<file path="config.mk">
export PLATFORM = sky130hd
export DESIGN_NAME = wb_stage
export DESIGN_NICKNAME = d
export VERILOG_FILES = /design/src/rtl/wb_pkg.sv /design/src/rtl/load_ext.sv /design/src/rtl/wb_stage.sv
export SDC_FILE = /design/constraint.sdc
export NUM_CORES = 1
export LEC_CHECK = 0
export CORE_MARGIN = 2
export CORE_UTILIZATION = 48
export DETAILED_ROUTE_END_ITERATION = 10
export PLACE_DENSITY = 0.91
export RECOVER_POWER = 25
export SETUP_SLACK_MARGIN = 0.1
export SLEW_MARGIN = 15
export SYNTH_ARGS = -nofsm -noshare
export SYNTH_HDL_FRONTEND = slang
export SYNTH_SLANG_ARGS = --single-unit
</file>
<file path="constraint.sdc">
create_clock -name clk -period 4.4 [get_ports clk]
set_clock_uncertainty 0.15 [all_clocks]
set_input_delay 0.88 -clock clk [delete_from_list [all_inputs] [get_ports clk]]
set_output_delay 0.88 -clock clk [all_outputs]
set_load 0.01 [all_outputs]
</file>
<file path="src/rtl/wb_pkg.sv">
// Shared encodings for the write-back stage: result-source select, load modes
// and the default link offset.
package wb_pkg;

    typedef enum logic [1:0] {
        SEL_ALU  = 2'd0,
        SEL_MEM  = 2'd1,
        SEL_LINK = 2'd2
    } sel_e;

    typedef enum logic [2:0] {
        LD_W  = 3'd0,
        LD_B  = 3'd1,
        LD_BU = 3'd2,
        LD_H  = 3'd3,
        LD_HU = 3'd4
    } ld_mode_e;

    localparam int LINK_OFFSET_DEF = 8;

endpackage

</file>
<file path="src/rtl/load_ext.sv">
// Combinational load extraction: picks the byte/half lane addressed by the low
// address bits and sign- or zero-extends it to the datapath width.
module load_ext
    import wb_pkg::*;
#(
    parameter int DATA_W = 32
) (
    input  logic [DATA_W-1:0] mem,
    input  logic [2:0]        mode,
    input  logic [1:0]        off,
    output logic [DATA_W-1:0] data
);

    logic [7:0]  lane_b;
    logic [15:0] lane_h;

    assign lane_b = mem[{off, 3'b000} +: 8];
    assign lane_h = mem[{off[1], 4'b0000} +: 16];

    // Unused mode encodings fall back to a full-word load.
    always_comb begin
        data = mem;
        case (mode)
            LD_B:    data = {{(DATA_W-8){lane_b[7]}}, lane_b};
            LD_BU:   data = {{(DATA_W-8){1'b0}}, lane_b};
            LD_H:    data = {{(DATA_W-16){lane_h[15]}}, lane_h};
            LD_HU:   data = {{(DATA_W-16){1'b0}}, lane_h};
            default: data = mem;
        endcase
    end

endmodule

</file>
<file path="src/rtl/wb_stage.sv">
// Write-back stage: one pipeline entry register S plus a one-deep buffer B for
// multiply/divide results, sharing a single register-file write port.
module wb_stage
    import wb_pkg::*;
#(
    parameter int DATA_W      = 32,
    parameter int ADDR_W      = 5,
    parameter int LINK_OFFSET = LINK_OFFSET_DEF
) (
    input  logic              clk,
    input  logic              reset,
    input  logic              in_valid,
    output logic              in_ready,
    input  logic [DATA_W-1:0] in_pc,
    input  logic [31:0]       in_instr,
    input  logic              in_wr_en,
    input  logic [ADDR_W-1:0] in_wr_addr,
    input  logic [1:0]        in_sel,
    input  logic [2:0]        in_ld_mode,
    input  logic [1:0]        in_byte_off,
    input  logic [DATA_W-1:0] in_alu,
    input  logic [DATA_W-1:0] in_mem,
    input  logic              flush,
    input  logic              md_valid,
    output logic              md_ready,
    input  logic [ADDR_W-1:0] md_addr,
    input  logic [DATA_W-1:0] md_data,
    output logic              rf_we,
    output logic [ADDR_W-1:0] rf_waddr,
    output logic [DATA_W-1:0] rf_wdata,
    output logic [DATA_W-1:0] wb_pc,
    output logic [31:0]       wb_instr,
    output logic              fwd_valid,
    output logic [ADDR_W-1:0] fwd_addr,
    output logic [DATA_W-1:0] fwd_data,
    output logic [31:0]       retired_cnt
);

    logic              s_valid;
    logic              s_wr_en;
    logic [ADDR_W-1:0] s_addr;
    logic [DATA_W-1:0] s_data;
    logic [DATA_W-1:0] s_pc;
    logic [31:0]       s_instr;

    logic              b_valid;
    logic [ADDR_W-1:0] b_addr;
    logic [DATA_W-1:0] b_data;

    logic [DATA_W-1:0] ld_data;
    logic [DATA_W-1:0] cap_data;
    logic              s_writes;
    logic              s_retire;
    logic              in_acc;
    logic              md_acc;
    logic              md_live;
    logic              grant_b;
    logic              grant_s;
    logic              grant_md;

    load_ext #(.DATA_W(DATA_W)) u_load_ext (
        .mem  (in_mem),
        .mode (in_ld_mode),
        .off  (in_byte_off),
        .data (ld_data)
    );

    always_comb begin
        cap_data = in_alu;
        case (in_sel)
            SEL_MEM:  cap_data = ld_data;
            SEL_LINK: cap_data = in_pc + DATA_W'(LINK_OFFSET);
            default:  cap_data = in_alu;
        endcase
    end

    assign s_writes = s_wr_en & (s_addr != '0);
    assign md_live  = md_valid & (md_addr != '0);

    // Port priority: buffered md result, then S, then a direct md result.
    assign grant_b  = b_valid;
    assign grant_s  = !b_valid & s_valid & s_writes;
    assign grant_md = !b_valid & !(s_valid & s_writes) & md_live;

    // Non-writing entries never need the port, so they leave unconditionally.
    assign s_retire = s_valid & (!s_writes | grant_s);
    assign in_ready = !s_valid | s_retire;
    assign md_ready = !b_valid;
    assign in_acc   = in_valid & in_ready & !flush;
    assign md_acc   = md_valid & md_ready;

    always_comb begin
        rf_we    = 1'b0;
        rf_waddr = '0;
        rf_wdata = '0;
        if (!reset) begin
            if (grant_b) begin
                rf_we    = 1'b1;
                rf_waddr = b_addr;
                rf_wdata = b_data;
            end else if (grant_s) begin
                rf_we    = 1'b1;
                rf_waddr = s_addr;
                rf_wdata = s_data;
            end else if (grant_md) begin
                rf_we    = 1'b1;
                rf_waddr = md_addr;
                rf_wdata = md_data;
            end
        end
    end

    assign wb_pc     = s_pc;
    assign wb_instr  = s_instr;
    assign fwd_valid = s_valid & s_writes;
    assign fwd_addr  = s_addr;
    assign fwd_data  = s_data;

    always_ff @(posedge clk) begin
        if (reset) begin
            s_valid     <= 1'b0;
            s_wr_en     <= 1'b0;
            s_addr      <= '0;
            s_data      <= '0;
            s_pc        <= '0;
            s_instr     <= '0;
            b_valid     <= 1'b0;
            b_addr      <= '0;
            b_data      <= '0;
            retired_cnt <= '0;
        end else begin
            if (flush)
                s_valid <= 1'b0;
            else if (in_acc)
                s_valid <= 1'b1;
            else if (s_retire)
                s_valid <= 1'b0;

            if (in_acc) begin
                s_wr_en <= in_wr_en;
                s_addr  <= in_wr_addr;
                s_data  <= cap_data;
                s_pc    <= in_pc;
                s_instr <= in_instr;
            end

            // md results to register 0 are accepted but never stored.
            if (grant_b)
                b_valid <= 1'b0;
            else if (md_acc & md_live & !grant_md) begin
                b_valid <= 1'b1;
                b_addr  <= md_addr;
                b_data  <= md_data;
            end

            if (rf_we)
                retired_cnt <= retired_cnt + 32'd1;
        end
    end

endmodule

</file>
==> results.cfg <==
[layout]
synthToLayoutAreaGrowth_pct = 46.7
mostFrequentLayoutCells = nand2_1, clkdlybuf4s50_1, dfxtp_1, a21oi_1, dlygate4sd3_1
fillers = 1495
drive_above_1_share_pct = 6.64
final_nets = 1711
finish.instance_area_sq_mm = 0.0137
post-route-util_pct = 71.1
final_cells = 1802
mostFrequentLayoutCell = nand2_1

[detailed_routing]
num_vias = 11074
first_pass_iters = 5
via_per_inst = 6.15
drc = 0
ant_nets = 0
routed_wl_um = 37400
drt_iter0_markers = 910
wl_per_cell_um = 20.8

[job]
max-cap-violations = 0

[setup_path]
worstSetupPathType = primary input to output port
arrival_ps = 3190
rr_worst_depth = 8
end_kind = output port
path_depth = 9
cp.required_ps = 3370
cp-start-kind = primary input
crit_family = buffers and inverters
cp_slowest_stage_delay_ps = 560
cp_max_fo = 17
cp_slowest_cell = or4_1
critPathBufInv = 4
crit_chain = clkdlybuf4s50_1 -> or4_1 -> o21ai_1 -> buf_4 -> nor3_4 -> buf_12 -> a221oi_1 -> nor3_1 -> dlygate4sd2_1

[placement]
gp_congestion = 0.965
place_area_sq_mm = 0.0132
dp_slack_ps = -31.9
io_buffers = 356
dp_hpwl_um = 27700
dp_cells = 1770

[floorplanning]
die_area_sq_mm = 0.0206
io_pins = 357
initial_core_util_pct = 48.5
core_area_sq_mm = 0.0193
rows = 51
die_y_um = 144
dieWidth_um = 144

[synthesis]
seq_area_frac_synth_pct = 37.0
yosysTopAreaCell = dfxtp_1
yosys-top-cells-area = dfxtp_1, nand2_1, a21oi_1
async_reset_ff_share_pct = 0
syn_area_sq_mm = 0.00935
ys.warnings.count = 0
syn_area_per_cell_sq_um = 7.68
synth_cell_type_count = 72
ys_seq_elements = 173
synthFlopType = dfxtp_1
synth-edff-count = 0
synth_nets = 1404
yosysTopAreaCellShare_pct = 37.0
synth_cells = 1217

[sta]
maxSlewHeadroom_pct = 39.0
hold_viol = 0
period_minus_slack_ps = 4220
slew_viol_final = 0
fmax_mhz = 237
setup_ws_ps = 175
setup_tns_ps = 0
worst_pin_slew_ps = 907
fin_crit_sh_pct = 96.0
rsz0062_at_grt = yes
setup_violations = 0

[global_routing]
grt_overflow = 0
grt_pass1_wl_um = 55800
grt_start_max_net_pins = 117
antenna_found_initial = 2
grt_pass1_vias = 10331
grtUsageTotal_pct = 35.2

[pwr]
p_per_area_mw_per_mm2 = 286
combPwrFrac_pct = 18.9
p_sw_uw = 1120
max-vdd-ir-drop_mv = 0.252
p_sw_share_pct = 28.5
p_int_uw = 2800
p_leak_uw = 0.00512
seq_power_share_pct = 42.8
pwr-share-clk_pct = 38.3

[min_path]
min_path_cells = 2
min_path_type = flip-flop to flip-flop

[clock_network]
clockBufferDepth = 2
tritoncts = done
cts_buffers = 17
clkLatencyLatePin_ps = 430
clock-root-buffer = clkbuf_16
post_cts_buffers = 0
clkSinkCount = 173
h-tree-depth = 4
path_clk_slew_ps = 70
hold_buffers = 0

[outcome]
status = finished clean
==> area by class of cell <==
cell class                      instances  area [sq um]  share of cell area, %
Antenna cell                            1          2.50                 0.0183
Clock buffer                           19           443                   3.23
Clock inverter                         12           131                  0.958
Inverter                               22          82.6                  0.602
Multi-Input combinational cell        918          5400                   39.4
Sequential cell                       173          3460                   25.3
Tap cell                              265           332                   2.42
Timing Repair Buffer                  392          3850                   28.1
==> layer usage <==
layer	GRT usage [%]	part of all wire (%)	vias up	routed length (um)
met5	0	0	-	0
met2	56.7	47	702	17500
met4	20.3	5.8	0	2160
met1	42.7	38	5190	14000
li1	-	-	5042	-
met3	8.90	9.9	140	3710
==> final timing paths <==
kind,slack (ps),start,to
worst max-delay path,180,md_addr[0],rf_wdata[19]
worst min-delay path,300,wb_instr[5]$_SDFFE_PP0P_,wb_instr[5]$_SDFFE_PP0P_
worst max register to register,950,fwd_addr[1]$_SDFFE_PP0P_,fwd_data[22]$_SDFFE_PP0P_
worst min register to register,300,wb_instr[5]$_SDFFE_PP0P_,wb_instr[5]$_SDFFE_PP0P_
==> worst min-delay path, stage by stage, from the launching register on <==
cell	delay, ps
dfxtp_1	310
nand2_1	50
a21oi_1	50
==> flip-flops by register name (all words and copies together) (netlist names) <==
register,count
b_addr,5
s_valid,1
wb_instr,32
b_valid,1
fwd_addr,5
wb_pc,32
fwd_data,32
b_data,32
retired_cnt,32
s_wr_en,1
==> cell usage after synthesis, types with 4 or more instances <==
cell / n
a211oi_1: 6
a21oi_1: 133
a221oi_1: 47
a221oi_2: 4
a311oi_1: 19
and3_1: 4
and4_1: 6
buf_2: 24
clkbuf_1: 75
dfxtp_1: 173
ha_1: 4
inv_1: 20
mux2_2: 4
mux2i_1: 23
nand2_1: 250
nand2b_1: 21
nand3_1: 22
nand3b_1: 11
nand4_1: 16
nor2_1: 84
nor2b_1: 7
nor3_1: 47
nor4_1: 18
o21a_1: 11
o21ai_0: 42
o221ai_1: 6
o311ai_0: 8
o31a_1: 8
o31ai_1: 14
o41ai_2: 7
or3_1: 11
or4_1: 8
xnor2_1: 9
xor2_1: 14
==> power by group through the flow <==
stage	Combinational (uW)	Sequential (uW)	Clock [uW]
after floorplan	301	1710	0
after global placement	733	1710	0
after detailed placement	743	1710	0
after CTS	740	1670	1510
after global routing	784	1680	1570
final	741	1670	1500
==> repair_timing <==
action | CTS | global route
gates resized for setup | 30 | 4
endpoints found under the setup margin | 29 | 30
pin swaps | 0 | 1
==> stage by stage <==
| step | power (uW) | hold WS, ps |
|---|---|---|
| floorplan | 2010 | 282 |
| global placement | 2440 | 287 |
| detailed placement | 2450 | 297 |
| CTS | 3920 | 307 |
| global route | 4040 | 320 |
| finish | 3910 | 303 |
==> kinds of logic (layout without fill, tap and decap cells) <==
family                   after synthesis  in the layout  synth area share, %
other                                  0              1                    0
multiplexers                          28             28                 3.19
buffers and inverters                126            445                 5.54
AO/OA/AOI/OAI                        341            341                 25.5
adder cells (fa/ha/maj)                4              4                0.535
XOR/XNOR                              23             23                 2.16
AND/OR/NAND/NOR                      522            522                 26.0
flip-flops                           173            173                 37.0
Note: power is estimated with default switching activity, not from simulation.
